### src/rtl/uib_arb.sv
// Round-robin arbiter that connects N_MASTERS uib masters to N_SLAVES uib slaves through one shared path.
// Defining UIB_ARB_TIMEOUT_EN adds a slave-timeout watchdog that answers with ERR_DATA.
module uib_arb #(
    parameter int              N_MASTERS   = 2,
    parameter int              N_SLAVES    = 4,
    parameter int              XLEN        = 32,
    parameter int              SLAVE_WIDTH = 4,
    parameter int              TIMEOUT     = 255,
    parameter logic [XLEN-1:0] ERR_DATA    = 32'hDEADBEEF
) (
    input  logic                                       clk,
    input  logic                                       rst,
    input  logic [N_MASTERS-1:0]                       master_req,
    input  logic [N_MASTERS-1:0]                       master_wen,
    input  logic [N_MASTERS-1:0][2:0]                  master_mode,
    input  logic [N_MASTERS-1:0][SLAVE_WIDTH-1:0]      master_num,
    input  logic [N_MASTERS-1:0][XLEN-SLAVE_WIDTH-1:0] master_addr,
    input  logic [N_MASTERS-1:0][XLEN-1:0]             master_dat_o,
    output logic [N_MASTERS-1:0][XLEN-1:0]             master_dat_i,
    output logic [N_MASTERS-1:0]                       master_ready,
    output logic [N_SLAVES-1:0]                        slave_req,
    output logic [N_SLAVES-1:0]                        slave_wen,
    output logic [N_SLAVES-1:0][2:0]                   slave_mode,
    output logic [N_SLAVES-1:0][XLEN-SLAVE_WIDTH-1:0]  slave_addr,
    output logic [N_SLAVES-1:0][XLEN-1:0]              slave_dat_i,
    input  logic [N_SLAVES-1:0][XLEN-1:0]              slave_dat_o,
    input  logic [N_SLAVES-1:0]                        slave_ready
);

    localparam int AW = XLEN - SLAVE_WIDTH;
    localparam int MW = (N_MASTERS > 1) ? $clog2(N_MASTERS) : 1;

    typedef enum logic [1:0] {
        IDLE,
        BUSY,
        RESP
    } state_t;

    state_t                 state;
    logic [MW-1:0]          rr_ptr;
    logic [MW-1:0]          gnt;
    logic [SLAVE_WIDTH-1:0] gnt_num;
    logic                   gnt_wen;

    logic                   any_req;
    logic                   pick_found;
    logic [MW-1:0]          pick;
    logic                   pick_wen;
    logic [2:0]             pick_mode;
    logic [SLAVE_WIDTH-1:0] pick_num;
    logic [AW-1:0]          pick_addr;
    logic [XLEN-1:0]        pick_data;
    logic                   pick_ok;

    logic                   slave_hit;
    logic [XLEN-1:0]        slave_rdata;
    logic [MW-1:0]          rr_next;

`ifdef UIB_ARB_TIMEOUT_EN
    localparam int TW = (TIMEOUT > 1) ? $clog2(TIMEOUT + 1) : 1;
    logic [TW-1:0] tmo_cnt;
    logic          tmo_expired;
    assign tmo_expired = (tmo_cnt == TW'(TIMEOUT - 1));
`endif

    assign any_req = |master_req;

    // First requester at or above the pointer wins; otherwise wrap to the lowest requester.
    always_comb begin
        pick_found = 1'b0;
        pick       = '0;
        for (int m = 0; m < N_MASTERS; m++) begin
            if (!pick_found && master_req[m] && (MW'(m) >= rr_ptr)) begin
                pick_found = 1'b1;
                pick       = MW'(m);
            end
        end
        for (int m = 0; m < N_MASTERS; m++) begin
            if (!pick_found && master_req[m]) begin
                pick_found = 1'b1;
                pick       = MW'(m);
            end
        end
    end

    always_comb begin
        pick_wen  = 1'b0;
        pick_mode = '0;
        pick_num  = '0;
        pick_addr = '0;
        pick_data = '0;
        for (int m = 0; m < N_MASTERS; m++) begin
            if (pick == MW'(m)) begin
                pick_wen  = master_wen[m];
                pick_mode = master_mode[m];
                pick_num  = master_num[m];
                pick_addr = master_addr[m];
                pick_data = master_dat_o[m];
            end
        end
    end

    // One extra bit so N_SLAVES == 2**SLAVE_WIDTH cannot wrap to zero.
    assign pick_ok = ({1'b0, pick_num} < (SLAVE_WIDTH + 1)'(N_SLAVES));

    always_comb begin
        slave_hit   = 1'b0;
        slave_rdata = '0;
        for (int s = 0; s < N_SLAVES; s++) begin
            if ((gnt_num == SLAVE_WIDTH'(s)) && slave_ready[s]) begin
                slave_hit   = 1'b1;
                slave_rdata = slave_dat_o[s];
            end
        end
    end

    assign rr_next = (gnt == MW'(N_MASTERS - 1)) ? '0 : gnt + MW'(1);

    always_ff @(posedge clk) begin
        if (rst) begin
            state        <= IDLE;
            rr_ptr       <= '0;
            gnt          <= '0;
            gnt_num      <= '0;
            gnt_wen      <= 1'b0;
            master_ready <= '0;
            master_dat_i <= '0;
            slave_req    <= '0;
            slave_wen    <= '0;
            slave_mode   <= '0;
            slave_addr   <= '0;
            slave_dat_i  <= '0;
`ifdef UIB_ARB_TIMEOUT_EN
            tmo_cnt      <= '0;
`endif
        end else begin
            master_ready <= '0;
            case (state)
                IDLE: begin
                    if (any_req) begin
                        gnt     <= pick;
                        gnt_num <= pick_num;
                        gnt_wen <= pick_wen;
                        if (pick_ok) begin
                            state <= BUSY;
                            for (int s = 0; s < N_SLAVES; s++) begin
                                if (pick_num == SLAVE_WIDTH'(s)) begin
                                    slave_req[s]   <= 1'b1;
                                    slave_wen[s]   <= pick_wen;
                                    slave_mode[s]  <= pick_mode;
                                    slave_addr[s]  <= pick_addr;
                                    slave_dat_i[s] <= pick_data;
                                end
                            end
`ifdef UIB_ARB_TIMEOUT_EN
                            tmo_cnt <= '0;
`endif
                        end else begin
                            // Decode error skips the slave side and answers straight away.
                            state <= RESP;
                            for (int m = 0; m < N_MASTERS; m++) begin
                                if (pick == MW'(m)) begin
                                    master_ready[m] <= 1'b1;
                                    master_dat_i[m] <= ERR_DATA;
                                end
                            end
                        end
                    end
                end
                BUSY: begin
                    if (slave_hit) begin
                        state       <= RESP;
                        slave_req   <= '0;
                        slave_wen   <= '0;
                        slave_mode  <= '0;
                        slave_addr  <= '0;
                        slave_dat_i <= '0;
                        for (int m = 0; m < N_MASTERS; m++) begin
                            if (gnt == MW'(m)) begin
                                master_ready[m] <= 1'b1;
                                master_dat_i[m] <= gnt_wen ? '0 : slave_rdata;
                            end
                        end
                    end
`ifdef UIB_ARB_TIMEOUT_EN
                    else if (tmo_expired) begin
                        state       <= RESP;
                        slave_req   <= '0;
                        slave_wen   <= '0;
                        slave_mode  <= '0;
                        slave_addr  <= '0;
                        slave_dat_i <= '0;
                        for (int m = 0; m < N_MASTERS; m++) begin
                            if (gnt == MW'(m)) begin
                                master_ready[m] <= 1'b1;
                                master_dat_i[m] <= ERR_DATA;
                            end
                        end
                    end else begin
                        tmo_cnt <= tmo_cnt + TW'(1);
                    end
`endif
                end
                RESP: begin
                    rr_ptr <= rr_next;
                    state  <= IDLE;
                end
                default: state <= IDLE;
            endcase
        end
    end

endmodule

### config.mk
export PLATFORM = sky130hd
export DESIGN_NAME = uib_arb
export DESIGN_NICKNAME = d
export VERILOG_FILES = /design/src/rtl/uib_arb.sv
export SDC_FILE = /design/constraint.sdc
export NUM_CORES = 1
export LEC_CHECK = 0
export CAP_MARGIN = 20
export CORE_AREA = 2 2 235 237
export DETAILED_ROUTE_END_ITERATION = 7
export DIE_AREA = 0 0 237 239
export SETUP_SLACK_MARGIN = 0.5
export SLEW_MARGIN = 20
export SYNTH_ARGS = -nofsm -noshare
export SYNTH_HDL_FRONTEND = slang
export SYNTH_SLANG_ARGS = --single-unit
### constraint.sdc
create_clock -name clk -period 3.87 [get_ports clk]
set_input_delay 0.5805 -clock clk [delete_from_list [all_inputs] [get_ports clk]]
set_output_delay 0.5805 -clock clk [all_outputs]
set_load 0.03 [all_outputs]
-- Word level (Yosys, flattened, before mapping)
Cells that the tools add are included.
- output and inout bits: 326
- register bits after elaboration: 335
- input port bits: 272
- logic and storage cells: 157
- reduce and logical (&&, ||, !) cells: 25
- muxes and demuxes: 80
- magnitude comparators: 3
- add/sub/neg operators: 1
- equality and inequality tests: 20
- operators by type and width (kind ; count):
    32-bit 2-to-1 mux ; 14
    128-bit 2-to-1 mux ; 3
    112-bit 2-to-1 mux ; 3
    128-bit one-hot mux with 2 select lines ; 1
    112-bit one-hot mux with 2 select lines ; 1
    64-bit 2-to-1 mux ; 3
    28-bit 2-to-1 mux ; 5
    64-bit one-hot mux with 2 select lines ; 1
    12-bit 2-to-1 mux ; 3
    1-bit 2-to-1 mux ; 24
    4-bit 2-to-1 mux ; 6
    2-bit inequality test, second input constant ; 12
    12-bit one-hot mux with 2 select lines ; 1
    5-bit AND reduction ; 4
    4-bit by 2-bit equality test with 1-bit output, second input constant ; 4
    4-bit one-hot mux with 2 select lines ; 2
    3-bit 2-to-1 mux ; 5
    2-bit 2-to-1 mux ; 6
    6-bit AND reduction ; 2
    1-bit logical AND ; 9
    4-bit by 1-bit equality test with 1-bit output, second input constant ; 2
    4-bit zero test ; 2
    2-bit one-hot mux with 2 select lines ; 2
    4-bit by 3-bit less-than comparator with 1-bit output, second input constant ; 1
    9 further kinds ; 13

-- Depth between registers and ports, before layout
- word-level depth: 19
- gate-level depth with buffers: 9

-- Least setup slack after synthesis
OpenSTA, ideal clock, no wires.
- path kind: input -> register
- start: input port master_req[0]
- end: register slave_addr[56] in the netlist's numbering
- arrival: 2.456 ns
- library setup time: 0.121 ns
- setup slack: 1.293 ns
- buffers on the path: 2
- cell stages on the path: 8
- path through: nor2b_1 -> nand2b_1 -> buf_2 -> mux2_2 -> a31o_2 -> nand2_1 -> buf_2 -> mux2_2
- longest elaborated chain between the ends: 17
- RTL lines (item ; RTL line ; RTL):
    start, declared ; 13 ; input logic [N_MASTERS-1:0] master_req,
    branches (longest 17 deep; another with 1-bit logical AND) ; n/a ;
    end signal, assigned by index ; 151 ; slave_addr[s] <= pick_addr;
    end, declared ; 24 ; output logic [N_SLAVES-1:0][XLEN-SLAVE_WIDTH-1:0] slave_addr,
Several ways; the timed one is not identified. The select of a mux whose other input is x is not followed.
A chain may end at the register's enable or synchronous reset.

-- Worst setup path in the final report
- start: register state[0]
- end: register slave_addr[35] in the netlist's numbering
- longest elaborated chain between the ends: 3
- RTL lines (item ; RTL line ; RTL):
    start, declared ; 39 ; state_t state;
    start signal, assigned ; 121 ; state <= IDLE;
    start signal, assigned ; 145 ; state <= BUSY;
    start signal, assigned ; 160 ; state <= RESP;
    2-bit by 1-bit equality test with 1-bit output or 2-bit zero test (tied branches) ; 138 ; case (state)
    2-bit inequality test (no line) or 2-bit nonzero test (tied branches) ; n/a ;
    5-bit AND reduction (no line) ; n/a ;
Parallel ways exist; a longest one is shown, timed or not.

==> flow_metrics.env <==
export IMPL_tritoncts_clock_tree="done"
export IMPL_grt_first_pass_wirelength_um=87910
export IMPL_final_setup_viol_count=0
export IMPL_placementRows=86
export IMPL_mappedNetlistNets=1849
export IMPL_critical_path_required_ns=4.31
export IMPL_grt_setup_unrepaired="false"
export IMPL_top_reg_cell_synth="sky130_fd_sc_hd__dfxtp_1"
export IMPL_timing_hold_violations_final=0
export IMPL_finish_cell_count_without_fillers=2870
export IMPL_cts_resized=0
export IMPL_fp_dieH_um=239
export IMPL_peakVddDrop_uv=253.1
export IMPL_htree_levels=2
export IMPL_global_route_usage_total_pct=20.36
export IMPL_achievable_frequency_mhz=333.7
export IMPL_clk_pin_slew_ns=0.06
export IMPL_route_vias_total=13840
export IMPL_final_routed_wire_length_divided_by_cell_count_um=20.97
export IMPL_worst_setup_path_start_kind="register"
export IMPL_cts_sink_count=335
export IMPL_path_type_of_the_worst_setup_path="register to register"
export IMPL_max_slew_violation_count=0
export IMPL_vias_per_cell=4.821
export IMPL_dieWidth_um=237
export IMPL_tritoncts_num_buffers=40
export IMPL_drt_met1_wl_um=23190
export IMPL_detailedRoute_firstPassIterationCount=5
export IMPL_synth_area_top_cells="sky130_fd_sc_hd__dfxtp_1 45%, sky130_fd_sc_hd__nor2b_1 8.3%, sky130_fd_sc_hd__mux2_1 7.4%"
export IMPL_number_of_synthesized_flops_with_an_enable_pin=0
export IMPL_synthesis_instances=1577
export IMPL_hold_worst_slack_ns=0.4117
export IMPL_synthMostInstantiatedCell="sky130_fd_sc_hd__dfxtp_1"
export IMPL_cts_buffer_depth=3
export IMPL_min_period_over_period_pct=77.43
export IMPL_seq_area_frac_synth_pct=45.21
export IMPL_first_iter_violations=473
export IMPL_synthesis_area_per_instance_um2=9.406
export IMPL_dp_cells=2792
export IMPL_slew_of_the_pin_with_the_lowest_slew_margin_ns=1.044
export IMPL_portBuffers=597
export IMPL_dp_hpwl_um=43030
export IMPL_flow_area_growth_from_synthesis_pct=55.93
export IMPL_fp_dieArea_mm2=0.05664
export IMPL_skew_ns=0.01815
export IMPL_antenna_left=0
export IMPL_worstSetupEndpointType="register"
export IMPL_boundaryPins=598
export IMPL_routed_wl_met3_um=5226
export IMPL_p_leak_nw=8.875
export IMPL_period_minus_slack_ns=2.997
export IMPL_clk_root_buffer_cell="sky130_fd_sc_hd__clkbuf_16"
export IMPL_met2WireLength_um=29320
export IMPL_synth_top_area_share_pct=45.21
export IMPL_cts_setup_buffers=0
export IMPL_finalInstanceArea_mm2=0.02313
export IMPL_initial_antenna_violation_count=4
export IMPL_worstHoldPathType="input pin to register"
export IMPL_clk_latency_ns=0.56
export IMPL_global_route_total_overflow=0
export IMPL_design_core_area_mm2=0.05434
export IMPL_power_density_mw_per_mm2=455.5
export IMPL_synth_warning_count=0
export IMPL_cts_hold_repair_buffers=0
export IMPL_ys_types=49
export IMPL_aggregate_negative_setup_slack_ns=0
export IMPL_first_global_vias=13910
export IMPL_route_final_wire_length_um=60170
export IMPL_residual_drc=0
export IMPL_async_reset_ff_share_pct=0
export IMPL_final_weighted_congestion_of_routability_driven_global_placement=0.8791
export IMPL_worst_path_max_fanout=65
export IMPL_synth_area_mm2=0.01483
export IMPL_highest_signal_layer="met5"
export IMPL_synth_top_cells_by_count="335 x sky130_fd_sc_hd__dfxtp_1, 197 x sky130_fd_sc_hd__nor2b_1, 151 x sky130_fd_sc_hd__nand2_1"
export IMPL_synthDominantAreaCellType="sky130_fd_sc_hd__dfxtp_1"
export IMPL_placed_cell_area_mm2=0.02167
export IMPL_initial_core_util_pct=27.30
export IMPL_critPathArrivalTime_ns=3.43
export IMPL_nets=2403
export IMPL_worst_slew_margin_rel_pct=30.38
export IMPL_maxCapViolCount=0
export IMPL_drive_above_1_share_pct=11.05
export IMPL_outcome="completed"
export IMPL_maximum_number_of_pins_on_one_net_before_global_route_repair=174
export IMPL_synth_seq_cells=335
[per-layer routing]
layer	track usage (%)	vias to the layer above
met1	22.21	6600
met2	35.96	547
li1	-	6574
met4	8.496	4
met3	7.021	112
met5	0	-
[final timing paths]
kind / startpoint / cells past startpoint / endpoint / slack (ns)
worst max-delay path: state[0] / 5 / slave_addr[35] / 0.87
worst max register to register: state[0] / 5 / slave_addr[35] / 0.87
worst min-delay path: rst / 3 / slave_dat_i[125] / 0.41
worst min register to register: master_dat_i[24] / 2 / master_dat_i[24] / 0.45
[through the flow]
stage / utilization [%] / total power (W) / worst slack [ns]
final: 42.56 / 0.01053 / 0.8734
after global routing: 42.56 / 0.01099 / 0.6453
after CTS: 42.50 / 0.01069 / 0.8757
after detailed placement: 39.87 / 0.006596 / 0.3608
after global placement: 39.87 / 0.006569 / 0.4330
after floorplan: - / 0.005339 / 1.293
[worst max-delay path, cell delays in order, from the launching register on]
cell and delay, ns:
sky130_fd_sc_hd__dfxtp_1 0.60, sky130_fd_sc_hd__nor2b_1 0.88, sky130_fd_sc_hd__a211oi_4 0.30, sky130_fd_sc_hd__a21oi_4 0.23
sky130_fd_sc_hd__buf_12 0.29, sky130_fd_sc_hd__mux2_2 0.40
[area by class of cell]
type | instances | area, µm²
Multi-Input combinational cell | 1105 | 7626
Antenna cell | 3 | 7.507
Fill cell | 5281 | 31210
Timing Repair Buffer | 643 | 6457
Clock inverter | 11 | 177.7
Inverter | 6 | 22.52
Tap cell | 704 | 880.8
Sequential cell | 335 | 6706
Clock buffer | 63 | 1250
[layout by cell type (no fill, tap or decap), types with 3 or more instances in the layout]
cell,instances
sky130_fd_sc_hd__diode_2,3
sky130_fd_sc_hd__buf_4,36
sky130_fd_sc_hd__nor4_1,3
sky130_fd_sc_hd__mux2i_1,41
sky130_fd_sc_hd__inv_1,5
sky130_fd_sc_hd__clkbuf_16,42
sky130_fd_sc_hd__o21ai_0,41
sky130_fd_sc_hd__bufinv_16,4
sky130_fd_sc_hd__nor3b_1,64
sky130_fd_sc_hd__buf_12,9
sky130_fd_sc_hd__a22oi_1,3
sky130_fd_sc_hd__clkinvlp_4,3
sky130_fd_sc_hd__clkbuf_1,9
sky130_fd_sc_hd__nand2_1,149
sky130_fd_sc_hd__a31o_1,51
sky130_fd_sc_hd__o31ai_1,3
sky130_fd_sc_hd__a211oi_1,10
sky130_fd_sc_hd__nor2_1,103
sky130_fd_sc_hd__mux2_2,95
sky130_fd_sc_hd__nand2b_1,3
sky130_fd_sc_hd__or3_1,4
sky130_fd_sc_hd__and2_1,3
sky130_fd_sc_hd__a32oi_1,4
sky130_fd_sc_hd__o21ai_1,4
sky130_fd_sc_hd__clkdlybuf4s50_1,596
sky130_fd_sc_hd__nor2b_1,197
sky130_fd_sc_hd__nand3b_1,3
sky130_fd_sc_hd__dfxtp_1,335
sky130_fd_sc_hd__o22ai_1,8
sky130_fd_sc_hd__nor3_1,32
sky130_fd_sc_hd__o311ai_0,4
sky130_fd_sc_hd__clkbuf_8,13
sky130_fd_sc_hd__mux2_1,97
sky130_fd_sc_hd__and3_1,4
sky130_fd_sc_hd__a2bb2oi_1,18
sky130_fd_sc_hd__a21oi_1,117
sky130_fd_sc_hd__a31o_2,14
[where the power goes]
group          leakage, nW  switching (W)  internal (W)
Clock                0.690        0.00153       0.00249
Combinational         5.46        0.00152       0.00114
Sequential            2.73       0.000147       0.00371
Total                 8.88        0.00320       0.00734
[flip-flops by register name (all words and copies together), names as in the netlist]
name and flops:
gnt 1, gnt_num 4, gnt_wen 1, master_dat_i 64
master_ready 2, rr_ptr 1, slave_addr 112, slave_dat_i 128
slave_mode 12, slave_req 4, slave_wen 4, state 2
[cells by family after synthesis]
kind of cell           after synthesis  share of synthesized area (%)
and+or+nand+nor                    579                          20.46
muxes                              233                          17.34
buffers and inverters              137                          3.948
AOI/OAI and AO/OA                  293                          13.04
DFF                                335                          45.21
No activity file was read; power rests on OpenSTA's default activity.
